## config.mk

```make
export PLATFORM = sky130hd
export DESIGN_NAME = hash_table_ctrl
export DESIGN_NICKNAME = d
export VERILOG_FILES = /design/src/rtl/lzrw_pkg.sv /design/src/rtl/hash_table_ctrl.sv
export SDC_FILE = /design/constraint.sdc
export NUM_CORES = 1
export LEC_CHECK = 0
export ABC_AREA = 1
export CAP_MARGIN = 20
export CORE_UTILIZATION = 40
export CTS_CLUSTER_SIZE = 30
export DETAILED_ROUTE_END_ITERATION = 7
export PLACE_DENSITY = 0.76
export SETUP_SLACK_MARGIN = 0.1
export SLEW_MARGIN = 10
export SYNTH_ARGS = -nofsm -noshare
export SYNTH_HDL_FRONTEND = slang
export SYNTH_SLANG_ARGS = --single-unit
```

## constraint.sdc

```tcl
create_clock -name clk -period 1.6 [get_ports clk]
set_input_delay 0.32 -clock clk [delete_from_list [all_inputs] [get_ports clk]]
set_output_delay 0.32 -clock clk [all_outputs]
set_load 0.005 [all_outputs]
```

## src/rtl/lzrw_pkg.sv

```systemverilog
// Shared types and sizing for the LZRW1 compressor datapath.
// Holds table geometry, the table entry layout and the lookup controller states.
package lzrw_pkg;

  localparam int IDX_W = 12;
  localparam int PTR_W = 16;
  localparam int KEY_W = 24;

  typedef struct packed {
    logic             valid;
    logic [PTR_W-1:0] ptr;
  } tbl_entry_t;

  typedef enum logic [2:0] {
    ST_CLEAR,
    ST_IDLE,
    ST_READ,
    ST_UPDATE,
    ST_RESP
  } hctrl_state_t;

endpackage

```

## src/rtl/hash_table_ctrl.sv

```systemverilog
// LZRW1 hash-table sequencer: hash the key, read the old pointer, overwrite it with
// the current position and hand the old entry to the match stage. Clears the table after reset/start.
module hash_table_ctrl
  import lzrw_pkg::*;
#(
  parameter int IDX_W = lzrw_pkg::IDX_W,
  parameter int PTR_W = lzrw_pkg::PTR_W
) (
  input  logic                       clk,
  input  logic                       reset,
  input  logic                       start,
  output logic                       busy,
  input  logic                       req_valid,
  output logic                       req_ready,
  input  logic [lzrw_pkg::KEY_W-1:0] req_key,
  input  logic [PTR_W-1:0]           req_pos,
  output logic [lzrw_pkg::KEY_W-1:0] hash_key,
  input  logic [IDX_W-1:0]           hash_idx,
  output logic [IDX_W-1:0]           tbl_addr,
  output logic                       tbl_we,
  output logic [PTR_W:0]             tbl_wdata,
  input  logic [PTR_W:0]             tbl_rdata,
  output logic                       rsp_valid,
  input  logic                       rsp_ready,
  output logic                       rsp_hit,
  output logic [PTR_W-1:0]           rsp_ptr
);

  hctrl_state_t                state, state_nxt;
  logic [IDX_W-1:0]            clr_cnt;
  logic [IDX_W-1:0]            idx_r;
  logic [lzrw_pkg::KEY_W-1:0]  key_r;
  logic [PTR_W-1:0]            pos_r;
  logic                        rsp_hit_r;
  logic [PTR_W-1:0]            rsp_ptr_r;
  logic                        clr_last;
  logic                        req_fire;

  assign clr_last = &clr_cnt;
  assign req_fire = (state == ST_IDLE) && !start && req_valid;

  assign hash_key = key_r;
  assign rsp_hit  = rsp_hit_r;
  assign rsp_ptr  = rsp_ptr_r;

  always_comb begin
    state_nxt = state;
    busy      = 1'b0;
    req_ready = 1'b0;
    tbl_we    = 1'b0;
    tbl_addr  = idx_r;
    tbl_wdata = '0;
    rsp_valid = 1'b0;

    case (state)
      ST_CLEAR: begin
        busy     = 1'b1;
        tbl_we   = 1'b1;
        tbl_addr = clr_cnt;
        if (clr_last) state_nxt = ST_IDLE;
      end
      ST_IDLE: begin
        req_ready = !start;
        if (start)          state_nxt = ST_CLEAR;
        else if (req_valid) state_nxt = ST_READ;
      end
      ST_READ: begin
        // Hash unit is combinational off key_r, so the index is usable immediately.
        tbl_addr  = hash_idx;
        state_nxt = ST_UPDATE;
      end
      ST_UPDATE: begin
        tbl_we    = 1'b1;
        tbl_addr  = idx_r;
        tbl_wdata = {1'b1, pos_r};
        state_nxt = ST_RESP;
      end
      ST_RESP: begin
        rsp_valid = 1'b1;
        if (rsp_ready) state_nxt = ST_IDLE;
      end
      default: state_nxt = ST_CLEAR;
    endcase

    // While reset is held, nothing may touch the table or handshake.
    if (reset) begin
      busy      = 1'b1;
      req_ready = 1'b0;
      tbl_we    = 1'b0;
      rsp_valid = 1'b0;
    end
  end

  always_ff @(posedge clk) begin
    if (reset) begin
      state   <= ST_CLEAR;
      clr_cnt <= '0;
    end else begin
      state <= state_nxt;
      if (state == ST_CLEAR)
        clr_cnt <= clr_cnt + 1'b1;
      else if (state == ST_IDLE && start)
        clr_cnt <= '0;
    end
  end

  // Lookup stage registers: key/pos at accept, index at READ, old entry at UPDATE.
  always_ff @(posedge clk) begin
    if (reset) begin
      key_r     <= '0;
      pos_r     <= '0;
      idx_r     <= '0;
      rsp_hit_r <= 1'b0;
      rsp_ptr_r <= '0;
    end else begin
      if (req_fire) begin
        key_r <= req_key;
        pos_r <= req_pos;
      end
      if (state == ST_READ)
        idx_r <= hash_idx;
      if (state == ST_UPDATE) begin
        rsp_hit_r <= tbl_rdata[PTR_W];
        rsp_ptr_r <= tbl_rdata[PTR_W-1:0];
      end
    end
  end

endmodule

```

; ---- Word-level counts from Yosys, hierarchy flattened
; Cells that the tools add are included.
; W data, S select, Z words.
[op_classes]
n_addsub = 1
div = 0
n_eq_ne = 7
magnitude_cmp = 0
reduce_logical = 9
n_mux = 17
mul = 0
n_shift = 0
bitwise_logic = 0
[op_table]
columns = operator, n
row1 = $mux W12, 2
row2 = $pmux W12 S2, 1
row3 = $mux W17, 1
row4 = $pmux W3 S5, 1
row5 = $add A12 B1 Y12 const B, 1
row6 = $mux W3, 4
row7 = $reduce_and A12 Y1, 1
row8 = $mux W1, 8
row9 = $eq A3 B2 Y1 const B, 2
row10 = $ne A2 B2 Y1 const B, 2
row11 = $eq A3 B1 Y1 const B, 1
row12 = $eq A3 B3 Y1 const B, 1
row13 = $logic_and A1 B1 Y1, 3
row14 = $logic_not A3 Y1, 1
row15 = $ne A3 B3 Y1 const B, 1
row16 = $reduce_and A3 Y1, 1
row17 = $reduce_bool A2 Y1, 1
row18 = $reduce_or A2 Y1, 1
row19 = $logic_not A1 Y1, 1
[word_totals]
latch_bits = 0
n_memories = 0
output_inout_bits = 74
regBits = 84
mem_bits_ro = 0
ramBits = 0

; ---- Logic depth before layout (Yosys ltp)
[depth]
ltp_word = 4
depth_mapped = 8

; ---- Least setup slack after synthesis
; No wires, ideal clock.
[synth_timing]
path_kind = reg2out
startpoint = reg state[0]
endpoint = out tbl_addr[10]
arrival_time_ns = 0.998
stages_incl_launch_ff = 8
setup_slack_ns = 0.282
n_path_buf = 2
cell_sequence = dfxtp_1 > buf_4 > inv_2 > nand2_4 > nor2_4 > buf_6 > nand2_1 > o211ai_1
[synth_via]
elab_chain_cells = 2
[synth_rtl]
columns = element, line_no
row1 = "start, declared", hash_table_ctrl.sv:29  ; hctrl_state_t state, state_nxt;
row2 = "start signal, assigned", hash_table_ctrl.sv:99  ; state <= state_nxt;
row3 = $eq A3 B2 Y1 / $logic_not A3 Y1 (equally long branches), hash_table_ctrl.sv:55  ; case (state)
row4 = $pmux W12 S2 *, hash_table_ctrl.sv:55
row5 = "end, declared", hash_table_ctrl.sv:19  ; output logic [IDX_W-1:0] tbl_addr,
; Mark *: on every way between the ends. The rest lies on a longest branch, timed or not.

; ---- Final worst setup path
; Same ends and word-level chain as after synthesis.

==> metrics.cfg <==
[timing]
finalHoldViolations=0
clock.fmax_ghz=0.5633
relSlewSlack=0.7233
final_max_slew_viol_count=0
grt_setup_unrepaired=yes
timing.final.crit_share=1.110
setup_viol=32
finalWorstSetupSlack_ps=-175.3
clock_skew_ps=11.24
worstMarginPinSlew_ps=415.1
period_needed_ps=1775

[global_route]
grt.total_usage=0.2435
antenna_found_initial=0
grt_max_degree=42
grt_pass1_vias=3688
grt_pass1_wl_mm=17.36
overflow=0

[logic_synthesis]
synth_area_leader_cell=dfxtp_1
yosys.area_share.simple=0.2749
yosysTopAreaCellShare=0.4742
synth_area_per_cell_um2=7.281
synth_top_family_by_area=simple AND/OR/NAND/NOR gates
synth_cells=487
synthXorXnorAreaFrac=0
synth_fp_nets=562
synthAdderAreaFrac=0.003529
syn_area_mm2=0.003546
synth.area.mux_share=0
synth_area_leaders=dfxtp_1, nand2_1, a21oi_1
synthDistinctLibCells=26
synth_compound_area_frac=0.1602
synth_warnings=0
ys_ff_latch=84
ys_seq_area_frac=0.4742

[clock_network]
clk_latency_ps=350
cts_made_buffers=9
clk_pin_slew_ps=90
clock_tree.buffer_depth=2
cts-root-buf=clkbuf_8
htreeDepth=3
cts_tree=done
cts.sink_count=84

[floorplan]
die_width_um=96.15
dieArea_mm2=0.009245
initial_core_util=0.4230
die_h_um=96.15
num_rows=33
coreArea_mm2=0.008382
io_pins=148

[finish]
area_growth_pct=73.25
n_antenna_cell=0
layout-drive-gt1-share=0.3194
final_nets=762
fin_util=0.7329

[detailed_routing]
drc=0
wl_met2_mm=6.114
via_count=4039
viasPerCell=5.068
ant_nets=0
wire_per_inst_um=14.75
drt_iter0_markers=153
wl_mm=11.76
drt-met1-wl_mm=4.670
first_pass_iters=4
dr_wl_met3_um=745
top_layer_used=met4

[placed_design]
gp_congestion=0.8966
post-place-ws_ps=-440.8
dpl.hpwl_mm=7.077
numPortBuffers=147

[pwr]
pwr_density_cell_mw_per_mm2=644.9
p_leak_nw=2.677
irDropWorstVdd_v=0.0004878

[worst_setup_path]
cp_cell_sequence=inv_2, nand2_4, nor2_4, buf_12, buf_6, nand2_4, o211ai_1, buf_2
arrival_ps=1460
critPathMaxStageDelay_ps=340
crit_type=flop to primary output
cp-start-kind=flop
crit_slowest_cell=dfxtp_2
end_kind=primary output
path_common_cell=nand2_4
path_max_fanout=6
critPathRequiredTime_ps=1280

[outcome]
status=complete, but fails checks
violations=setup timing

[run]
maxCapViolCount=0

[worst_hold_path]
hp-class=flop to flop

-- cells in the final DEF (no fill, tap or decap), types with 2 or more instances in the layout --
master and n:
nand3_1 10, buf_8 2, inv_2 4, nand3b_1 2, nand2_4 11, buf_12 10, clkdlybuf4s50_1 72, dlygate4sd2_1 40
clkbuf_8 10, nor2_4 18, nand3_2 8, nand3_4 2, buf_6 25, o21ai_0 28, nor2_2 2, inv_4 2
o211ai_1 4, nand4_1 2, buf_4 34, dlymetal6s2s_1 2, a21oi_1 59, dfxtp_2 27, o21ai_1 11, clkbuf_16 2
nor2_1 58, a21oi_2 7, dfxtp_1 56, buf_2 29, nand2_1 98, nand2_2 17, inv_1 25
-- flip-flops by register name, summed over array words and instances, names as in the netlist --
signal,count
idx_r,12
hash_key,24
rsp_ptr,16
pos_r,16
clr_cnt,12
rsp_hit,1
state,3
-- cell families (layout without fill, tap and decap cells) --
logic type,after synthesis,count (layout)
fa+ha+maj,1,1
flops,84,84
buf+inv,59,263
compound gates,111,111
simple gates,232,233
-- synthesized netlist by cell type (all sizes together) --
cell / number
nand3b: 2
a21boi: 1
clkbuf: 9
ha: 1
nor2: 78
buf: 19
dfxtp: 84
nor3: 2
nand3: 20
o211ai: 4
nand2: 126
nor4: 1
nand4: 3
a21oi: 66
inv: 31
o21ai: 40
-- through the flow --
| step | power [mW] | instance area [um^2] | instances | hold WS (ps) | setup TNS [ps] |
|---|---|---|---|---|---|
| floorplan | 2.215 | 3546 | 487 | 429.4 | 0 |
| global placement | 2.432 | 5281 | 746 | 439.3 | -8809 |
| detailed placement | 2.433 | 5281 | 746 | 445.7 | -9713 |
| CTS | 3.976 | 5752 | 786 | 459.5 | -4576 |
| global route | 4.111 | 6143 | 797 | 484.9 | -5985 |
| finish | 3.962 | 6143 | 797 | 464.6 | -3811 |
-- path summary, 6_finish.rpt --
kind	from	depth (start not counted)	endpoint	slack [ps]
worst max-delay path	state[0]	8	tbl_addr[10]	-180
worst max register to register	state[1]	9	hash_key[1]	30
worst min-delay path	hash_key[0]	2	hash_key[0]	460
worst min register to register	hash_key[0]	2	hash_key[0]	460
-- metal layers --
metal / GRT usage / vias to the layer above
li1: - / 1971
met1: 0.2803 / 1897
met2: 0.4509 / 151
met3: 0.04028 / 20
met4: 0.08333 / 0
met5: 0 / -
-- critical path, delay by kind of cell (launching register included) --
family / cells / cell delay (ps)
buffers and inverters: 4 / 450
AO/OA/AOI/OAI: 1 / 70
flip-flops: 1 / 340
AND/OR/NAND/NOR: 3 / 250
-- power breakdown --
group	leakage (nW)	internal (mW)	switching, mW
combinational	1.89	0.193	0.105
clock	0.0999	0.771	0.792
sequential	0.691	2.09	0.00809
total	2.68	3.06	0.905
-- final cells by class --
| class | count | area [um^2] |
|---|---|---|
| Fill cell | 637 | 2238 |
| Timing Repair Buffer | 216 | 2058 |
| Multi-Input combinational cell | 345 | 1912 |
| Sequential cell | 84 | 1719 |
| Clock buffer | 11 | 141.4 |
| Tap cell | 105 | 131.4 |
| Inverter | 31 | 121.4 |
| Clock inverter | 5 | 60.06 |
-- timing repair --
action / CTS / global route
endpoints found under the setup margin: 74 / 46
hold buffers: 0 / 0
cloned: 3 / 2
buffers inserted: 21 / 13
pin swaps: 13 / 27
resized for setup: 247 / 90
Power figures use the tool's default switching activity.
